File: config.mk
export PLATFORM = sky130hd
export DESIGN_NAME = uart_frame_tx
export DESIGN_NICKNAME = d
export VERILOG_FILES = /design/src/rtl/uart_frame_tx_pkg.sv /design/src/rtl/uart_frame_tx_baud_gen.sv /design/src/rtl/uart_frame_tx.sv
export SDC_FILE = /design/constraint.sdc
export NUM_CORES = 1
export LEC_CHECK = 0
export ABC_AREA = 1
export BUFFER_PORTS_ARGS = -buffer_cell sky130_fd_sc_hd__clkbuf_2
export CORE_MARGIN = 8
export CORE_UTILIZATION = 50
export CTS_CLUSTER_DIAMETER = 200
export CTS_CLUSTER_SIZE = 16
export DETAILED_ROUTE_END_ITERATION = 12
export PLACE_DENSITY = 0.71
export SKIP_LAST_GASP = 1
export SLEW_MARGIN = 5
export SYNTH_ARGS = -nofsm -noshare
export SYNTH_HDL_FRONTEND = slang
export SYNTH_SLANG_ARGS = --single-unit
File: constraint.sdc
create_clock -name clock -period 1.4 [get_ports clock]
set_clock_uncertainty 0.05 [all_clocks]
set_input_delay 0.28 -clock clock [delete_from_list [all_inputs] [get_ports clock]]
set_output_delay 0.28 -clock clock [all_outputs]
set_load 0.01 [all_outputs]
File: src/rtl/uart_frame_tx_pkg.sv
// Shared UART transmit constants, state encoding and frame builder.
package uart_frame_tx_pkg;

    localparam int FRAME_BITS           = 11;
    localparam int DATA_BITS            = 8;
    localparam logic START_BIT          = 1'b0;
    localparam logic STOP_BIT           = 1'b1;
    localparam int DEFAULT_CLKS_PER_BIT = 434;
    localparam logic [3:0] LAST_BIT_IDX = 4'd10;

    typedef enum logic {
        IDLE = 1'b0,
        SEND = 1'b1
    } tx_state_t;

    // Assemble the line image of one frame, bit 0 goes out first.
    function automatic logic [FRAME_BITS-1:0] build_frame(
        input logic [DATA_BITS-1:0] data,
        input logic                 odd
    );
        return {STOP_BIT, (^data) ^ odd, data, START_BIT};
    endfunction

endpackage

File: src/rtl/uart_frame_tx_baud_gen.sv
// Reloadable baud counter: bit_tick is high on the last cycle of every bit period.
module uart_baud_gen
    import uart_frame_tx_pkg::*;
#(
    parameter int CLKS_PER_BIT = DEFAULT_CLKS_PER_BIT
) (
    input  logic clock,
    input  logic reset,
    input  logic restart,
    input  logic enable,
    output logic bit_tick,
    output logic tick_ahead
);

    localparam logic [15:0] RELOAD = 16'(CLKS_PER_BIT - 1);

    logic [15:0] count;

    // Count down each bit period; bit_tick is registered so it lines up with count==0.
    always_ff @(posedge clock) begin
        if (reset) begin
            count    <= '0;
            bit_tick <= 1'b0;
        end else if (restart) begin
            count    <= RELOAD;
            bit_tick <= 1'b0;
        end else if (enable) begin
            if (count == 16'd0) begin
                count    <= RELOAD;
                bit_tick <= 1'b0;
            end else begin
                count    <= count - 16'd1;
                bit_tick <= (count == 16'd1);
            end
        end else begin
            bit_tick <= 1'b0;
        end
    end

    // One cycle early warning of bit_tick, lets the parent register frame_done.
    assign tick_ahead = enable && (count == 16'd1);

endmodule

File: src/rtl/uart_frame_tx.sv
// UART frame transmitter: start, 8 data bits LSB first, parity, stop.
module uart_frame_tx
    import uart_frame_tx_pkg::*;
#(
    parameter int CLKS_PER_BIT = DEFAULT_CLKS_PER_BIT,
    parameter int PARITY_ODD   = 0
) (
    input  logic                 clock,
    input  logic                 reset,
    input  logic [DATA_BITS-1:0] data_in,
    input  logic                 data_valid,
    output logic                 data_ready,
    output logic                 tx,
    output logic                 busy,
    output logic                 frame_done
);

    tx_state_t             state;
    logic [FRAME_BITS-1:0] shift_reg;
    logic [3:0]            bit_cnt;
    logic [FRAME_BITS-1:0] new_frame;
    logic                  accept;
    logic                  bit_tick;
    logic                  tick_ahead;

    assign new_frame = build_frame(data_in, PARITY_ODD != 0);
    assign accept    = (state == IDLE) && data_valid && data_ready;

    uart_baud_gen #(
        .CLKS_PER_BIT(CLKS_PER_BIT)
    ) u_baud_gen (
        .clock      (clock),
        .reset      (reset),
        .restart    (accept),
        .enable     (state == SEND),
        .bit_tick   (bit_tick),
        .tick_ahead (tick_ahead)
    );

    // Frame FSM: load on accept, shift on each bit tick, leave after the stop bit.
    always_ff @(posedge clock) begin
        if (reset) begin
            state      <= IDLE;
            shift_reg  <= '0;
            bit_cnt    <= '0;
            tx         <= 1'b1;
            busy       <= 1'b0;
            data_ready <= 1'b1;
            frame_done <= 1'b0;
        end else begin
            case (state)
                IDLE: begin
                    frame_done <= 1'b0;
                    tx         <= 1'b1;
                    if (accept) begin
                        shift_reg  <= new_frame;
                        tx         <= new_frame[0];
                        bit_cnt    <= '0;
                        busy       <= 1'b1;
                        data_ready <= 1'b0;
                        state      <= SEND;
                    end
                end
                SEND: begin
                    frame_done <= tick_ahead && (bit_cnt == LAST_BIT_IDX);
                    if (bit_tick) begin
                        if (bit_cnt == LAST_BIT_IDX) begin
                            shift_reg  <= '0;
                            bit_cnt    <= '0;
                            tx         <= 1'b1;
                            busy       <= 1'b0;
                            data_ready <= 1'b1;
                            frame_done <= 1'b0;
                            state      <= IDLE;
                        end else begin
                            shift_reg <= {1'b0, shift_reg[FRAME_BITS-1:1]};
                            tx        <= shift_reg[1];
                            bit_cnt   <= bit_cnt + 4'd1;
                        end
                    end else begin
                        tx <= shift_reg[0];
                    end
                end
                default: begin
                    state <= IDLE;
                end
            endcase
        end
    end

endmodule

; After elaboration in Yosys (flattened, before gate mapping)
; Cells that the tools add are included.
[totals]
elab_cells = 59
output_inout_bits = 4
inputBits = 11
register_bits = 37
[classes]
n_mux = 30
reduce_logical = 11
bitwise = 1
n_eq_ne = 5
add_sub_neg = 2
[ops]
columns = cell, count
row1 = $mux 11, 2
row2 = $pmux 11 s2, 1
row3 = $mux 9, 2
row4 = $eq 16x1->1 const B, 1
row5 = $logic_not 16->1, 1
row6 = $mux 16, 1
row7 = $sub 16x1->16 const B, 1
row8 = $mux 1, 14
row9 = $mux 4, 3
row10 = $mux 10, 1
row11 = $pmux 1 s2, 5
row12 = $pmux 4 s2, 1
row13 = $reduce_xor 8->1, 1
row14 = $add 4x1->4 const B, 1
row15 = $eq 4x4->1 const B, 1
row16 = $logic_and 1x1->1, 4
row17 = $ne 2x1->1 const B, 2
row18 = $reduce_or 4->1, 1
row19 = $reduce_and 3->1, 1
row20 = $ne 2x2->1 const B, 1
row21 = $reduce_and 2->1, 1
row22 = $reduce_bool 2->1, 1
row23 = $reduce_or 2->1, 1
row24 = $not 1->1, 1

; Depth between registers and ports, before layout
[depth]
depth_word = 6
depth_mapped = 9
ltp_nobuf = 9

; Cells and area by module
; Synthesis repeated with hierarchy kept, for this count alone.
[hier_totals]
hier_cells = 302
area_unflattened_um2 = 2072.0
[modules_own_cells]
columns = module, cells_each, area_per_inst_um2, seq_area_each_um2, instances
row1 = uart_frame_tx, 163, 1106.1, 400.4, 1
row2 = uart_baud_gen, 139, 965.9, 340.3, 1

; Worst setup path before layout
; No wires, ideal clock.
[synth_path]
kind = reg2reg
from = register bit_cnt[0]
to = register bit_cnt[1]
n_path_buf = 0
path_slack_ns = 0.058
setup_time_ns = 0.070
stages_incl_launch_ff = 9
t_required_ns = 1.280
period_less_slack_ns = 1.342
t_arrival_ns = 1.222
cell_sequence = dfxtp_1 inv_1 ha_1 nand3_4 nand2_4 nor2_4 inv_2 or2_0 a21oi_1
[synth_via]
elab_chain_cells = 4
word_cells_on_any_way = 5
classes_between = add/sub (1) / eq/ne (1) / mux (3)
[synth_rtl]
columns = element, line
row1 = start: declaration, uart_frame_tx.sv:20  ; logic [3:0] bit_cnt;
row2 = start signal: assignment, uart_frame_tx.sv:78  ; bit_cnt <= bit_cnt + 4'd1;
row3 = $add 4x1->4 or $eq 4x4->1 (tied branches), "uart_frame_tx.sv:78, uart_frame_tx.sv:67"
row4 = $mux 4 *, uart_frame_tx.sv:67  ; if (bit_cnt == LAST_BIT_IDX) begin
row5 = $mux 4 *, uart_frame_tx.sv:66  ; if (bit_tick) begin
row6 = $pmux 4 s2 *, uart_frame_tx.sv:51  ; case (state)
; Mark *: on every way between the ends. The rest lies on a longest branch, timed or not. The select of a mux whose other input is x is not followed.
; A chain may end at the register's enable or synchronous reset.

; Final worst setup path
[layout_path]
from = register u_baud_gen.count[0]
to = register u_baud_gen.count[14]
[layout_via]
elab_chain_cells = 2
word_cells_on_any_way = 3
classes_between = add/sub (1) / mux (1) / reduce/logical (1)
[layout_rtl]
columns = element, line
row1 = start: declaration, uart_frame_tx_baud_gen.sv:17  ; logic [15:0] count;
row2 = start signal: assignment, uart_frame_tx_baud_gen.sv:32  ; count <= count - 16'd1;
row3 = $sub 16x1->16 or $logic_not 16->1 (tied branches), "uart_frame_tx_baud_gen.sv:32, uart_frame_tx_baud_gen.sv:28"
row4 = $mux 16 *, uart_frame_tx_baud_gen.sv:28  ; if (count == 16'd0) begin
; Mark *: on every way between the ends. The rest lies on a longest branch, timed or not.

==> impl_metrics.sql <==
INSERT INTO impl_metrics (metric_group, metric, value, unit) VALUES
('timing', 'grt_setup_unrepaired', 'yes', ''),
('routing', 'ant_nets', '0', ''),
('clock_network', 'cts_tree', 'yes', ''),
('final_layout', 'design.final.nets', '340', ''),
('placed_design', 'routabilityCongestion', '0.809', ''),
('timing', 'max_freq', '738', 'MHz'),
('placed_design', 'dp_slack', '-0.0395', 'ns'),
('power_and_ir_drop', 'pwr_density_cell', '1170', 'nW/µm²'),
('routing', 'detail_route.wl_per_cell', '11.6', 'µm'),
('final_layout', 'num-fill-cells', '375', ''),
('worst_setup_path', 'worst_r2r_path_depth', '9', ''),
('final_layout', 'final_cell_area', '2430', 'µm²'),
('global_routing', 'grt_max_degree', '13', ''),
('worst_hold_path', 'worst_hold_path_type', 'input port to flop', ''),
('floorplanning', 'placement_rows', '23', ''),
('floorplanning', 'core_area', '3910', 'µm²'),
('timing', 'finalHoldWorstSlack', '0.224', 'ns'),
('clock_network', 'num_cts_buffers', '5', ''),
('worst_setup_path', 'cp-end-kind', 'flop', ''),
('final_layout', 'final_layout_size_suffix_gt1_frac', '0.258', ''),
('clock_network', 'path_clk_slew', '0.07', 'ns'),
('timing', 'final.setup.worst_slack', '0.0457', 'ns'),
('worst_setup_path', 'worstSetupStartpointType', 'flop', ''),
('routing', 'starting_drt_drc_count', '128', ''),
('timing', 'tns', '0', 'ns'),
('floorplanning', 'die_w', '79.2', 'µm'),
('timing', 'timing.final.hold_violations', '0', ''),
('final_layout', 'insertedDiodeCount', '0', ''),
('logic_synthesis', 'ys_async_sr_fraction', '0', ''),
('logic_synthesis', 'syn-instance-count', '285', ''),
('worst_setup_path', 'timing_worst_setup_path_type', 'flop to flop', ''),
('final_layout', 'sequential_cell_area_in_the_final_layout', '748', 'µm²'),
('final_layout', 'largest_register_ffs', '16', ''),
('logic_synthesis', 'synthesis.nets', '301', ''),
('timing', 'timing.slew.headroom', '0.714', ''),
('logic_synthesis', 'syn-cell-area', '2000', 'µm²'),
('routing', 'via_per_inst', '4.93', ''),
('logic_synthesis', 'netlist-cell-type-count', '30', ''),
('worst_hold_path', 'worstHoldPathCells', '3', ''),
('power_and_ir_drop', 'leakagePower', '0.00111', 'µW'),
('logic_synthesis', 'synth_seq_area_share', '0.371', ''),
('logic_synthesis', 'synth-edff-count', '0', ''),
('logic_synthesis', 'synth_seq_cells', '37', ''),
('timing', 'max_slew.worst_pin.slew', '0.426', 'ns'),
('outcome', 'run_status', 'complete, no violations', ''),
('placed_design', 'place.port_buffers', '14', ''),
('routing', 'wl', '4350', 'µm'),
('global_routing', 'grt_antenna_before_repair', '0', ''),
('floorplanning', 'fp.dieH', '79.2', 'µm'),
('global_routing', 'first_global_vias', '1738', ''),
('logic_synthesis', 'ys_dominant_reg_cell', 'sky130_fd_sc_hd__dfxtp_1', ''),
('logic_synthesis', 'syn_avg_cell_area', '7.00', 'µm²'),
('clock_network', 'ctsRootBufferMaster', 'sky130_fd_sc_hd__clkbuf_8', ''),
('final_layout', 'area.growth.synth_to_final', '21.7', '%'),
('final_layout', 'multiInputGateArea', '1150', 'µm²'),
('routing', 'via_count', '1848', ''),
('floorplanning', 'initial_utilization', '0.510', ''),
('routing', 'drt_first_pass_iters', '4', ''),
('flow_run', 'drv_cap', '0', ''),
('timing', 'setup_viol_count_final', '0', ''),
('routing', 'post-route-drc-count', '0', ''),
('clock_network', 'worstSkewPairLatency', '0.30', 'ns'),
('clock_network', 'cts_buffer_depth', '2', ''),
('placed_design', 'detailedPlacementHpwl', '3180', 'µm'),
('worst_setup_path', 'crit_path_max_fanout', '5', ''),
('global_routing', 'grt.overflow.total', '0', ''),
('worst_setup_path', 'cp.arrival', '1.50', 'ns'),
('timing', 'min_period', '1.35', 'ns'),
('global_routing', 'globalRouteTotalUtil', '0.148', ''),
('logic_synthesis', 'synth_warnings', '0', ''),
('power_and_ir_drop', 'vdd_ir_drop_max', '870', 'µV'),
('floorplanning', 'top_level_ports', '15', ''),
('clock_network', 'htree_num_levels', '2', ''),
('global_routing', 'grt_first_pass_wirelength', '7390', 'µm'),
('worst_setup_path', 'critPathRequiredTime', '1.54', 'ns'),
('clock_network', 'cts_sinks', '37', ''),
('timing', 'period_share', '0.967', ''),
('floorplanning', 'floorplan.die_area', '6270', 'µm²'),
('placed_design', 'dpl_cell_area', '2210', 'µm²'),
('timing', 'drv_slew', '0', '');
[report_power, final]
| group | total (µW) | switching, µW | leakage, µW | internal, µW |
|---|---|---|---|---|
| clock network | 739 | 394 | 0.0000450 | 345 |
| registers | 1230 | 75.5 | 0.000305 | 1150 |
| logic | 862 | 530 | 0.000756 | 332 |
[metrics by stage]
stage,std cells,total power (µW),util
2_1_floorplan,285,1810,-
3_3_place_gp,360,2000,0.565
3_5_place_dp,360,2020,0.565
4_1_cts,370,2760,0.592
5_1_grt,375,3010,0.621
6_report,375,2830,0.621
[cell usage in the layout (no fill, tap or decap), types with 4 or more instances in the layout]
cell / Yosys / final
sky130_fd_sc_hd__dfxtp_1: 37 / 33
sky130_fd_sc_hd__nor2_4: 5 / 6
sky130_fd_sc_hd__clkbuf_8: 0 / 5
sky130_fd_sc_hd__a21oi_1: 19 / 19
sky130_fd_sc_hd__inv_1: 30 / 26
sky130_fd_sc_hd__buf_4: 0 / 22
sky130_fd_sc_hd__clkbuf_2: 0 / 14
sky130_fd_sc_hd__inv_4: 2 / 5
sky130_fd_sc_hd__nand2_1: 84 / 82
sky130_fd_sc_hd__xor2_1: 9 / 9
sky130_fd_sc_hd__nor2_2: 3 / 5
sky130_fd_sc_hd__inv_2: 3 / 4
sky130_fd_sc_hd__nand2_2: 4 / 4
sky130_fd_sc_hd__a31oi_1: 5 / 5
sky130_fd_sc_hd__nand2_4: 4 / 7
sky130_fd_sc_hd__nand3_1: 12 / 11
sky130_fd_sc_hd__nor2_1: 31 / 28
sky130_fd_sc_hd__o21ai_0: 13 / 11
[layout make-up]
cell class / count / area share
well taps: 50 / 0.0258
inverters: 36 / 0.0608
repair buffers: 36 / 0.0969
flip-flops and latches: 37 / 0.308
clock inverters: 2 / 0.00412
clock buffers: 6 / 0.0299
multi-input cells: 208 / 0.474
[synth_stat cells (2+ instances only)]
library cell | n | area share
sky130_fd_sc_hd__a31oi_1 | 5 | 0.016
sky130_fd_sc_hd__buf_2 | 2 | 0.0050
sky130_fd_sc_hd__inv_1 | 30 | 0.056
sky130_fd_sc_hd__buf_6 | 2 | 0.011
sky130_fd_sc_hd__nand2_4 | 4 | 0.023
sky130_fd_sc_hd__nor2_1 | 31 | 0.058
sky130_fd_sc_hd__ha_1 | 5 | 0.031
sky130_fd_sc_hd__nor2_2 | 3 | 0.0094
sky130_fd_sc_hd__o21bai_1 | 2 | 0.0075
sky130_fd_sc_hd__nor2_4 | 5 | 0.028
sky130_fd_sc_hd__nand4_1 | 3 | 0.0094
sky130_fd_sc_hd__nand2_2 | 4 | 0.013
sky130_fd_sc_hd__inv_2 | 3 | 0.0056
sky130_fd_sc_hd__nand3_1 | 12 | 0.030
sky130_fd_sc_hd__xor2_1 | 9 | 0.040
sky130_fd_sc_hd__inv_4 | 2 | 0.0063
sky130_fd_sc_hd__a21oi_1 | 19 | 0.048
sky130_fd_sc_hd__nand2_1 | 84 | 0.16
sky130_fd_sc_hd__o21ai_0 | 13 | 0.033
sky130_fd_sc_hd__dfxtp_1 | 37 | 0.37
[logic make-up after synthesis]
logic type	share of synthesized area
adders and majority gates	0.0313
buffers and inverters	0.0884
AOI/OAI and AO/OA	0.115
xor gates and xnor gates	0.0439
and+or+nand+nor	0.350
DFF	0.371
[per-layer routing]
layer  GRT usage  routed length [µm]
met5           0                   0
met4      0.0833                 131
met3      0.0350                 107
met2       0.247                2100
met1       0.169                2010
[worst max-delay path: stages (launching register included)]
cell                      delay (ns)
sky130_fd_sc_hd__dfxtp_4        0.37
sky130_fd_sc_hd__inv_4          0.07
sky130_fd_sc_hd__ha_4           0.13
sky130_fd_sc_hd__nand2_4        0.06
sky130_fd_sc_hd__nor2_4         0.20
sky130_fd_sc_hd__nand3_2        0.12
sky130_fd_sc_hd__nor2_1         0.11
sky130_fd_sc_hd__nand2_1        0.05
sky130_fd_sc_hd__nand2_1        0.06
sky130_fd_sc_hd__nor2_1         0.03
[timing repair]
| item | CTS | global route |
|---|---|---|
| endpoints found under the setup margin | 2 | 23 |
| hold buffers | 0 | 0 |
| gates cloned | 0 | 1 |
| pin swaps | 2 | 12 |
| setup buffers | 2 | 4 |
| gates resized for setup | 2 | 27 |
[final timing paths]
| check | startpoint | endpoint | slack, ns |
|---|---|---|---|
| hold / removal | data_in[5] | shift_reg[6] | 0.22 |
| setup / recovery | u_baud_gen.count[0] | u_baud_gen.count[14] | 0.05 |
| setup reg to reg | u_baud_gen.count[0] | u_baud_gen.count[14] | 0.05 |
| hold reg to reg | busy | busy | 0.41 |
(Power assumes the default switching activity.)
